File: src/rtl/cdc_ctrl_pkg.sv
// Shared state encoding and defaults for the req/ack CDC source controller.
package cdc_ctrl_pkg;

   typedef enum logic [1:0] {
      ST_IDLE = 2'd0,
      ST_REQ  = 2'd1,
      ST_DROP = 2'd2
   } state_e;

   localparam int DEF_SYNC_STAGES    = 2;
   localparam int DEF_TIMEOUT_CYCLES = 255;

endpackage

File: src/rtl/cdc_sync_nff.sv
// N-flop single-bit synchronizer with asynchronous active-high reset.
module cdc_sync_nff #(
   parameter int STAGES = 2
) (
   input  logic clk,
   input  logic rst,
   input  logic i_d,
   output logic o_q
);

   logic [STAGES-1:0] r_chain;

   always_ff @(posedge clk or posedge rst) begin
      if (rst) r_chain <= '0;
      else     r_chain <= {r_chain[STAGES-2:0], i_d};
   end

   assign o_q = r_chain[STAGES-1];

endmodule

File: src/rtl/cdc_req_ack_tx.sv
// Source-side 4-phase req/ack CDC controller for one data word.
// Optional per-phase watchdog enabled by defining CDC_TIMEOUT_EN.
//
// state | meaning
// IDLE  | waiting for a word; in_ready while synced ack is low
// REQ   | xfer_req high, waiting for synced ack to rise
// DROP  | xfer_req low, waiting for synced ack to fall
module cdc_req_ack_tx
   import cdc_ctrl_pkg::*;
#(
   parameter int DATA_W         = 8,
   parameter int SYNC_STAGES    = DEF_SYNC_STAGES,
   parameter int TIMEOUT_CYCLES = DEF_TIMEOUT_CYCLES
) (
   input  logic              clk,
   input  logic              rst,
   input  logic              in_valid,
   input  logic [DATA_W-1:0] in_data,
   output logic              in_ready,
   output logic              xfer_req,
   output logic [DATA_W-1:0] xfer_data,
   input  logic              xfer_ack_async,
   output logic              busy,
   output logic              done,
   output logic              timeout_err
);

   if (SYNC_STAGES < 2) begin : g_chk_sync
      $error("SYNC_STAGES must be at least 2");
   end
   if (TIMEOUT_CYCLES < 1) begin : g_chk_tmo
      $error("TIMEOUT_CYCLES must be at least 1");
   end

   state_e              r_state;
   state_e              w_state_nxt;
   logic                w_ack_sync;
   logic                w_accept;
   logic                w_tmo;
   logic                w_req_nxt;
   logic                w_done_nxt;
   logic                w_terr_nxt;
   logic                r_req;
   logic [DATA_W-1:0]   r_data;
   logic                r_done;
   logic                r_terr;

   cdc_sync_nff #(.STAGES(SYNC_STAGES)) u_ack_sync (
      .clk (clk),
      .rst (rst),
      .i_d (xfer_ack_async),
      .o_q (w_ack_sync)
   );

   // A stale ack still high from the previous handshake blocks acceptance.
   assign in_ready = (r_state == ST_IDLE) && !w_ack_sync;
   assign w_accept = in_valid && in_ready;

`ifdef CDC_TIMEOUT_EN
   localparam int CNT_W = $clog2(TIMEOUT_CYCLES + 1);

   logic [CNT_W-1:0] r_cnt;

   // Exit fires on the edge that would bring the count to TIMEOUT_CYCLES.
   assign w_tmo = (r_state != ST_IDLE) && (r_cnt == CNT_W'(TIMEOUT_CYCLES - 1));

   always_ff @(posedge clk or posedge rst) begin
      if (rst)                         r_cnt <= '0;
      else if (w_state_nxt != r_state) r_cnt <= '0;
      else if (r_state != ST_IDLE)     r_cnt <= r_cnt + 1'b1;
   end
`else
   assign w_tmo = 1'b0;
`endif

   always_ff @(posedge clk or posedge rst) begin
      if (rst) r_state <= ST_IDLE;
      else     r_state <= w_state_nxt;
   end

   always_comb begin
      w_state_nxt = r_state;
      case (r_state)
         ST_IDLE: if (w_accept)    w_state_nxt = ST_REQ;
         ST_REQ:  if (w_ack_sync)  w_state_nxt = ST_DROP;
         ST_DROP: if (!w_ack_sync) w_state_nxt = ST_IDLE;
         default:                  w_state_nxt = ST_IDLE;
      endcase
      if (w_tmo) w_state_nxt = ST_IDLE;
   end

   always_comb begin
      busy       = (r_state != ST_IDLE);
      w_req_nxt  = (w_state_nxt == ST_REQ);
      w_done_nxt = (r_state == ST_DROP) && (w_state_nxt == ST_IDLE) && !w_tmo;
      w_terr_nxt = w_tmo;
   end

   always_ff @(posedge clk or posedge rst) begin
      if (rst) begin
         r_req  <= 1'b0;
         r_data <= '0;
         r_done <= 1'b0;
         r_terr <= 1'b0;
      end else begin
         r_req  <= w_req_nxt;
         r_done <= w_done_nxt;
         r_terr <= w_terr_nxt;
         if (w_accept) r_data <= in_data;
      end
   end

   assign xfer_req    = r_req;
   assign xfer_data   = r_data;
   assign done        = r_done;
   assign timeout_err = r_terr;

endmodule
File: config.mk
export PLATFORM = sky130hd
export DESIGN_NAME = cdc_req_ack_tx
export DESIGN_NICKNAME = d
export VERILOG_FILES = /design/src/rtl/cdc_ctrl_pkg.sv /design/src/rtl/cdc_sync_nff.sv /design/src/rtl/cdc_req_ack_tx.sv
export SDC_FILE = /design/constraint.sdc
export NUM_CORES = 1
export LEC_CHECK = 0
export BUFFER_PORTS_ARGS = -buffer_cell sky130_fd_sc_hd__buf_2
export CAP_MARGIN = 10
export CELL_PAD_IN_SITES_DETAIL_PLACEMENT = 1
export CELL_PAD_IN_SITES_GLOBAL_PLACEMENT = 1
export CORE_MARGIN = 5
export CORE_UTILIZATION = 36
export CTS_BUF_LIST = sky130_fd_sc_hd__clkbuf_4
export DETAILED_ROUTE_END_ITERATION = 8
export PLACE_DENSITY_LB_ADDON = 0.15
export SLEW_MARGIN = 20
export SYNTH_ARGS = -nofsm -noshare
export SYNTH_HDL_FRONTEND = slang
export SYNTH_SLANG_ARGS = --single-unit
File: constraint.sdc
create_clock -name clk -period 1.65 [get_ports clk]
set_clock_uncertainty 0.05 [all_clocks]
set_input_delay 0.0825 -clock clk [delete_from_list [all_inputs] [get_ports clk]]
set_output_delay 0.0825 -clock clk [all_outputs]
set_load 0.1 [all_outputs]
# After elaboration in Yosys (flattened, before gate mapping)
# Index checks and enable logic that the tools add are counted.
# W data, S select, Z words.
# word_totals
ff_bits	14
in_bits	12
out_inout_bits	13
elab_cells	19
# op_classes
eq_ne	3
mux	4
n_reduce_logical	7
# op_table
operator	n
$mux W2	3
$pmux W2 S3	1
$eq A2 B1 Y1 const B	2
$logic_not A2 Y1	2
$logic_and A1 B1 Y1	3
$eq A2 B2 Y1 const B	1
$reduce_bool A2 Y1	1
$logic_not A1 Y1	1

# Logic depth before layout (Yosys ltp)
# Gate-level depths: netlist of run 1.
# logic_depth
ltp_word	7
mapped_depth	3
ltp_nobuf	2

# Cells and area by module
# From an unflattened synthesis of run 1, not the netlist that was laid out.
# unflattened
hier_cells	36
area_unflattened_um2	541.8
# modules_own_cells
mod	n_inst	cells_per_inst	area_each_um2	seq_area_each_um2
cdc_req_ack_tx	1	33	488.0	300.3
cdc_sync_nff	1	3	53.8	50.0

# Worst setup path before layout of run 1
# No wires, ideal clock.
# synth_timing
path_kind	reg2out
startpoint	register r_state[1]
endpoint	output in_ready
t_arrival_ps	2542
required_time_ps	1517
slack_ps	-1024
stages_incl_launch_ff	3
path_buffers	1
cell_sequence	dfrtp_1 buf_6 nor3_1
# synth_between
elab_chain_len	2
# synth_rtl
item	line	source
start: declaration	cdc_req_ack_tx.sv:35	state_e r_state;
start signal: assignment	cdc_req_ack_tx.sv:78	else r_state <= w_state_nxt;
$logic_not A2 Y1	cdc_req_ack_tx.sv:56	assign in_ready = (r_state == ST_IDLE) && !w_ack_sync;
$logic_and A1 B1 Y1	cdc_req_ack_tx.sv:56	
end: declaration	cdc_req_ack_tx.sv:19	output logic in_ready,
# No other way between the ends.

# Final worst setup path of run 1
# layout_timing
startpoint	register u_ack_sync.r_chain[1]
endpoint	output in_ready
# layout_between
elab_chain_len	2
# layout_rtl
item	line	source
start: declaration	cdc_sync_nff.sv:11	logic [STAGES-1:0] r_chain;
start signal: assignment	cdc_sync_nff.sv:15	else r_chain <= {r_chain[STAGES-2:0], i_d};
$logic_not A1 Y1	n/a	
$logic_and A1 B1 Y1	cdc_req_ack_tx.sv:56	
# No other way between the ends.

==> results of run 1 <==
## routing by layer
metal | GRT usage | up-vias
li1 | - | 191
met1 | 0.126 | 195
met2 | 0.183 | 14
met3 | 0.0552 | 3
met4 | 0.0673 | 0
met5 | 0 | -
## power by group through the flow
stage	registers (mW)	logic (mW)	clock network (mW)
finish	0.449	0.747	0.196
detailed placement	0.458	0.734	0
floorplan	0.909	0.174	0
global route	0.459	0.773	0.226
global placement	0.456	0.729	0
CTS	0.451	0.752	0.204
## state kept, by name, indices dropped and copies added (netlist names)
register	flops
r_state	2
u_ack_sync.r_chain	2
done	1
xfer_data	8
xfer_req	1
## per-stage QoR
step | total power, mW | hold slack (ps) | util | cells
floorplan | 1.08 | -78.3 | - | 35
global placement | 1.18 | 98.6 | 0.473 | 75
detailed placement | 1.19 | 104 | 0.473 | 75
CTS | 1.41 | 58.3 | 0.558 | 88
global route | 1.46 | 92.0 | 0.558 | 88
finish | 1.39 | 54.5 | 0.558 | 88
## how the worst min path moves through the flow
stage | slack [ps] | startpoint | to | depth (start not counted)
global route | 90 | in_valid | r_state[0] | 3
floorplan | -80 | rst | done | 1
CTS | 60 | in_valid | r_state[0] | 3
detailed placement | 100 | rst | xfer_data[0] | 2
global placement | 100 | rst | xfer_data[1] | 2
finish | 50 | in_valid | r_state[0] | 3
## area by class of cell
class / count / area (µm²) / area share
repair buffers: 36 / 238 / 0.293
inverters: 1 / 3.75 / 0.00463
clock buffers: 3 / 22.5 / 0.0278
multi-input cells: 18 / 176 / 0.218
well taps: 16 / 20.0 / 0.0247
flip-flops and latches: 14 / 350 / 0.432
## worst register-to-register path: cells and delay by family (launching register included)
family / cells / cell delay [ps]
buf+inv: 1 / 200
flops: 1 / 490
mux: 1 / 340
simple gates: 1 / 230
## placed cells by master (no fill, tap or decap), types with 2 or more instances in the layout
master and count:
mux2_2 8, nor3_1 2, dfrtp_1 14, dlygate4sd3_1 10
buf_2 23, buf_4 3, clkbuf_4 3
## cells by family after synthesis
logic type                after synthesis  synth area share
muxes                                   8             0.167
other                                   1           0.00697
xor gates and xnor gates                1            0.0163
buffers and inverters                   3            0.0419
and+or+nand+nor                         8             0.116
DFF                                    14             0.651
==> run_results.csv, run 1 <==
group,metric,value,unit
synthesis,synth_area,538,µm²
cells_and_area,finalNetCount,86,
outcome,status,"finished, final reports clean",
clock_tree,clock_path_buffers,2,
clock_tree,post_cts_buffers,0,
routing,wl,1160,µm
clock_tree,clk_latency,280,ps
routing,drtPass1Iterations,2,
setup_path,crit_fanout,5,
power_and_ir_drop,p_switching,0.754,mW
setup_path,required,1520,ps
cells_and_area,syn_to_final_growth,50.7,%
power_and_ir_drop,max-vdd-ir-drop,1120,µV
synthesis,synth.area.top_cells,"dfrtp_1, mux2_2, nor4b_4",
routing,vias,403,
routing,remaining_drc_errors,0,
cells_and_area,layout-drive-gt1-share,0.556,
synthesis,yosysUniqueCellTypes,13,
flow_run,drv_cap,0,
routing,wl_per_cell,13.2,µm
timing,finalSetupViolations,0,
timing,drv_slew,0,
placed_design,place_congestion,0.705,
synthesis,synthDominantCellAreaShare,0.651,
setup_path,critPathCaptureType,"primary output",
timing,worst_pin_slew,521,ps
timing,layout_setup_ws,53.4,ps
routing,m1WireLength,487,µm
setup_path,crit_start,"u_ack_sync.r_chain[1]",
routing,highest_layer,"met4",
clock_tree,cts_tree,"done",
floorplanning,pin_count,25,
synthesis,async_reset_ff_frac,1.00,
setup_path,cp.depth,3,
floorplanning,die_w,48.7,µm
clock_tree,clock_sinks,14,
power_and_ir_drop,p_sw_frac,0.542,
worst_hold_path,hp-class,"primary input to flop",
routing,vias_per_cell,4.58,
timing,finalCriticalPeriod,1600,ps
clock_tree,cts_resized,0,
clock_tree,clk_pin_slew,90,ps
global_route,grt_antenna_before_repair,0,
placed_design,placed_area,688,µm²
synthesis,synth_nets,47,
global_route,grtUsageTotal,0.116,
synthesis,yosysTopAreaCell,"dfrtp_1",
cells_and_area,design_area,811,µm²
clock_tree,cts-buffers-inserted,3,
setup_path,r2r_slack,220,ps
power_and_ir_drop,p_int,0.638,mW
routing,drt_iter0_markers,2,
setup_path,path_class,"flop to primary output",
synthesis,synthCells,35,
global_route,grt_pass1_wl,2090,µm
floorplanning,core,1450,µm²
cells_and_area,diodes,0,
clock_tree,cts_hold_buf,10,
power_and_ir_drop,combPwrFrac,0.537,
timing,hold_viol,0,
synthesis,ys_seq_area_frac,0.651,
global_route,grt_pass1_vias,460,
routing,ant_nets,0,
placed_design,port_buffers,23,
setup_path,critPathBufInv,2,
synthesis,synth_seq_cells,14,
setup_path,crit_arrival,1460,ps
floorplanning,start_util,0.370,
synthesis,synth_edf_count,0,
routing,met2_length,572,µm
setup_path,critical_path.reg2reg.startpoint,"r_state[0]",
power_and_ir_drop,pwr-share-seq,0.323,
timing,tns,0,ps
clock_tree,htreeDepth,1,
setup_path,worst-r2r-cell-count,3,
power_and_ir_drop,power_frac_clock,0.141,
power_and_ir_drop,cellPowerDensity,1720,nW/µm²
floorplanning,chipHeight,48.7,µm
timing,fmaxAchievable,626,MHz
cells_and_area,nFillCells,165,
power_and_ir_drop,power.leakage,0.404,nW
setup_path,cp-start-kind,"flop",
global_route,grt_max_degree,15,
timing,rsz0062_at_grt,"no",
setup_path,worstSetupEndpoint,"in_ready",
synthesis,yosysWarningCount,0,
routing,wl_met3,82,µm
floorplanning,rows,14,
timing,timing.final.crit_share,0.968,
floorplanning,die_area,2370,µm²
setup_path,slowest_delay,440,ps
synthesis,syn_area_per_cell,15.4,µm²
synthesis,synth_commonest_cells,"dfrtp_1, mux2_2, nor3_1",
synthesis,yosysMostFrequentCell,"dfrtp_1",
placed_design,place_worst_setup_slack,230,ps
global_route,grt_overflow,0,
setup_path,cp_cell_sequence,"buf_4, nor3_4, buf_2",
synthesis,synth_flop_cell,"dfrtp_1",
setup_path,critical-path-top-delay-family,"buffers and inverters",
setup_path,crit_slowest_cell,"buf_2",
timing,slew_headroom,0.652,
setup_path,r2r_end,"xfer_data[0]",
clock_tree,cts_root_buf,"clkbuf_4",
Power figures use the tool's default switching activity.
==> run 2, diff against run 1 <==
--- a/config.mk
+++ b/config.mk
@@ -13,7 +13,7 @@
 export CORE_UTILIZATION = 36
 export CTS_BUF_LIST = sky130_fd_sc_hd__clkbuf_4
 export DETAILED_ROUTE_END_ITERATION = 8
-export PLACE_DENSITY_LB_ADDON = 0.15
+export PLACE_DENSITY_LB_ADDON = 0.1
 export SLEW_MARGIN = 20
 export SYNTH_ARGS = -nofsm -noshare
 export SYNTH_HDL_FRONTEND = slang
==> run 2 against run 1 <==
  * Die area unchanged
  * Wire length up 15%
  * Combinational power up 0.7%
  * Utilization up 0.26 points
  * Largest power group unchanged
  * Worst setup slack worse by 3.1 ps
  * Register-to-register slack about the same
  * Sequential power up 1%
  * Design area up 0.46%
==> run_results.csv, run 2 (same netlist as run 1, synthesis figures left out) <==
group,metric,value,unit
placed_design,place_congestion,0.765,
clock_tree,cts_root_buf,"clkbuf_4",
floorplanning,pin_count,25,
global_route,grtUsageTotal,0.129,
timing,rsz0062_at_grt,"no",
cells_and_area,diodes,0,
clock_tree,cts-buffers-inserted,3,
worst_hold_path,hold_start,"in_valid",
global_route,grt_max_degree,15,
setup_path,critical_path.reg2reg.startpoint,"r_state[0]",
timing,finalCriticalPeriod,1600,ps
floorplanning,die_area,2370,µm²
floorplanning,rows,14,
placed_design,placed_area,688,µm²
cells_and_area,final_util,0.560,
setup_path,cp-start-kind,"flop",
timing,finalSetupViolations,0,
cells_and_area,syn_to_final_growth,51.4,%
global_route,grt_pass1_vias,471,
routing,drt_iter0_markers,1,
floorplanning,core,1450,µm²
placed_design,hpwl,995,µm
cells_and_area,layout_common_cells,"buf_2, dfrtp_1, dlygate4sd3_1, mux2_2",
cells_and_area,layout-drive-gt1-share,0.548,
clock_tree,clk_pin_slew,80,ps
setup_path,crit_start,"u_ack_sync.r_chain[1]",
routing,ant_nets,0,
timing,worst_pin_slew,531,ps
power_and_ir_drop,combPwrFrac,0.536,
timing,hold_viol,0,
setup_path,worst-r2r-cell-count,3,
clock_tree,clock_sinks,14,
setup_path,crit_fanout,5,
power_and_ir_drop,max-vdd-ir-drop,894,µV
power_and_ir_drop,p_switching,0.761,mW
setup_path,path_class,"flop to primary output",
timing,fmaxAchievable,625,MHz
cells_and_area,largest_reg_flops,8,
power_and_ir_drop,power.leakage,0.406,nW
clock_tree,cts_tree,"done",
outcome,status,"finished, final reports clean",
power_and_ir_drop,cellPowerDensity,1720,nW/µm²
clock_tree,clock_path_buffers,2,
routing,drtPass1Iterations,4,
setup_path,crit_arrival,1470,ps
floorplanning,start_util,0.370,
power_and_ir_drop,p_int,0.641,mW
routing,wl_per_cell,15.0,µm
cells_and_area,mostFrequentLayoutCell,"buf_2",
timing,drv_slew,0,
setup_path,required,1520,ps
clock_tree,htreeDepth,1,
floorplanning,die_w,48.7,µm
power_and_ir_drop,pwr-share-seq,0.324,
timing,timing.final.crit_share,0.970,
global_route,grt_overflow,0,
power_and_ir_drop,power_frac_clock,0.140,
clock_tree,cts_resized,0,
clock_tree,clk_latency,280,ps
timing,slew_headroom,0.646,
routing,vias,406,
cells_and_area,nFillCells,150,
setup_path,critPathCaptureType,"primary output",
routing,remaining_drc_errors,0,
power_and_ir_drop,p_sw_frac,0.543,
routing,vias_per_cell,4.56,
global_route,grt_pass1_wl,2290,µm
floorplanning,chipHeight,48.7,µm
clock_tree,post_cts_buffers,0,
setup_path,r2r_slack,210,ps
cells_and_area,finalNetCount,86,
global_route,grt_antenna_before_repair,0,
cells_and_area,design_area,815,µm²
timing,tns,0,ps
routing,wl,1330,µm
worst_hold_path,hp-class,"primary input to flop",
placed_design,port_buffers,23,
flow_run,drv_cap,0,
worst_hold_path,hold_path_depth,3,
-- run 2: cell count changes in the layout (fill, tap and decap cells not counted), sizes merged --
| cell | change |
|---|---|
| clkinv | +1 |
-- run 2: path summary, 6_finish.rpt --
check                                        end
min in group asynchronous           xfer_data[4]
min                                     xfer_req
min reg2reg                u_ack_sync.r_chain[1]
max in group asynchronous           xfer_data[0]
max                                     in_ready
max reg2reg                         xfer_data[0]
-- run 2: critical path, cell delays in order, from the launching register on --
cell and delay, ps:
dfrtp_1 420, buf_4 170, nor3_4 160, buf_2 440
-- run 2: power groups by stage --
stage	combinational [mW]	sequential, mW	clock, mW
after floorplan	0.174	0.909	0
after global routing	0.776	0.462	0.214
after CTS	0.756	0.455	0.207
after global placement	0.726	0.454	0
final	0.752	0.454	0.197
after detailed placement	0.737	0.462	0
-- run 2: cell type report --
cell class                 instances  area, µm²  area share
sequential                        14        350       0.430
timing repair buffer              36        238       0.292
multi-input combinational         18        176       0.217
clock buffer                       3       22.5      0.0276
tap                               16       20.0      0.0246
clock inverter                     1       3.75     0.00461
inverter                           1       3.75     0.00461
-- run 2: routing by layer --
metal / part of all wire / global-route usage / up-vias
met5: 0 / 0 / -
met4: 0.020 / 0.0673 / 0
li1: - / - / 192
met3: 0.068 / 0.0521 / 5
met2: 0.53 / 0.217 / 16
met1: 0.38 / 0.136 / 193
-- run 2: metrics by stage --
stage          power [mW]  worst slack, ps  hold WS, ps  instances
4_1_cts              1.42             31.2         83.7         89
6_report             1.40             50.3         98.3         89
2_1_floorplan        1.08              161        -78.3         35
3_3_place_gp         1.18              268         68.4         75
3_5_place_dp         1.20              213          103         75
5_1_grt              1.45             2.98          132         89
-- run 2: repair_timing --
item,CTS,global route
endpoints found under the setup margin,0,0
hold buffers,10,0
endpoints found under the hold margin,23,0
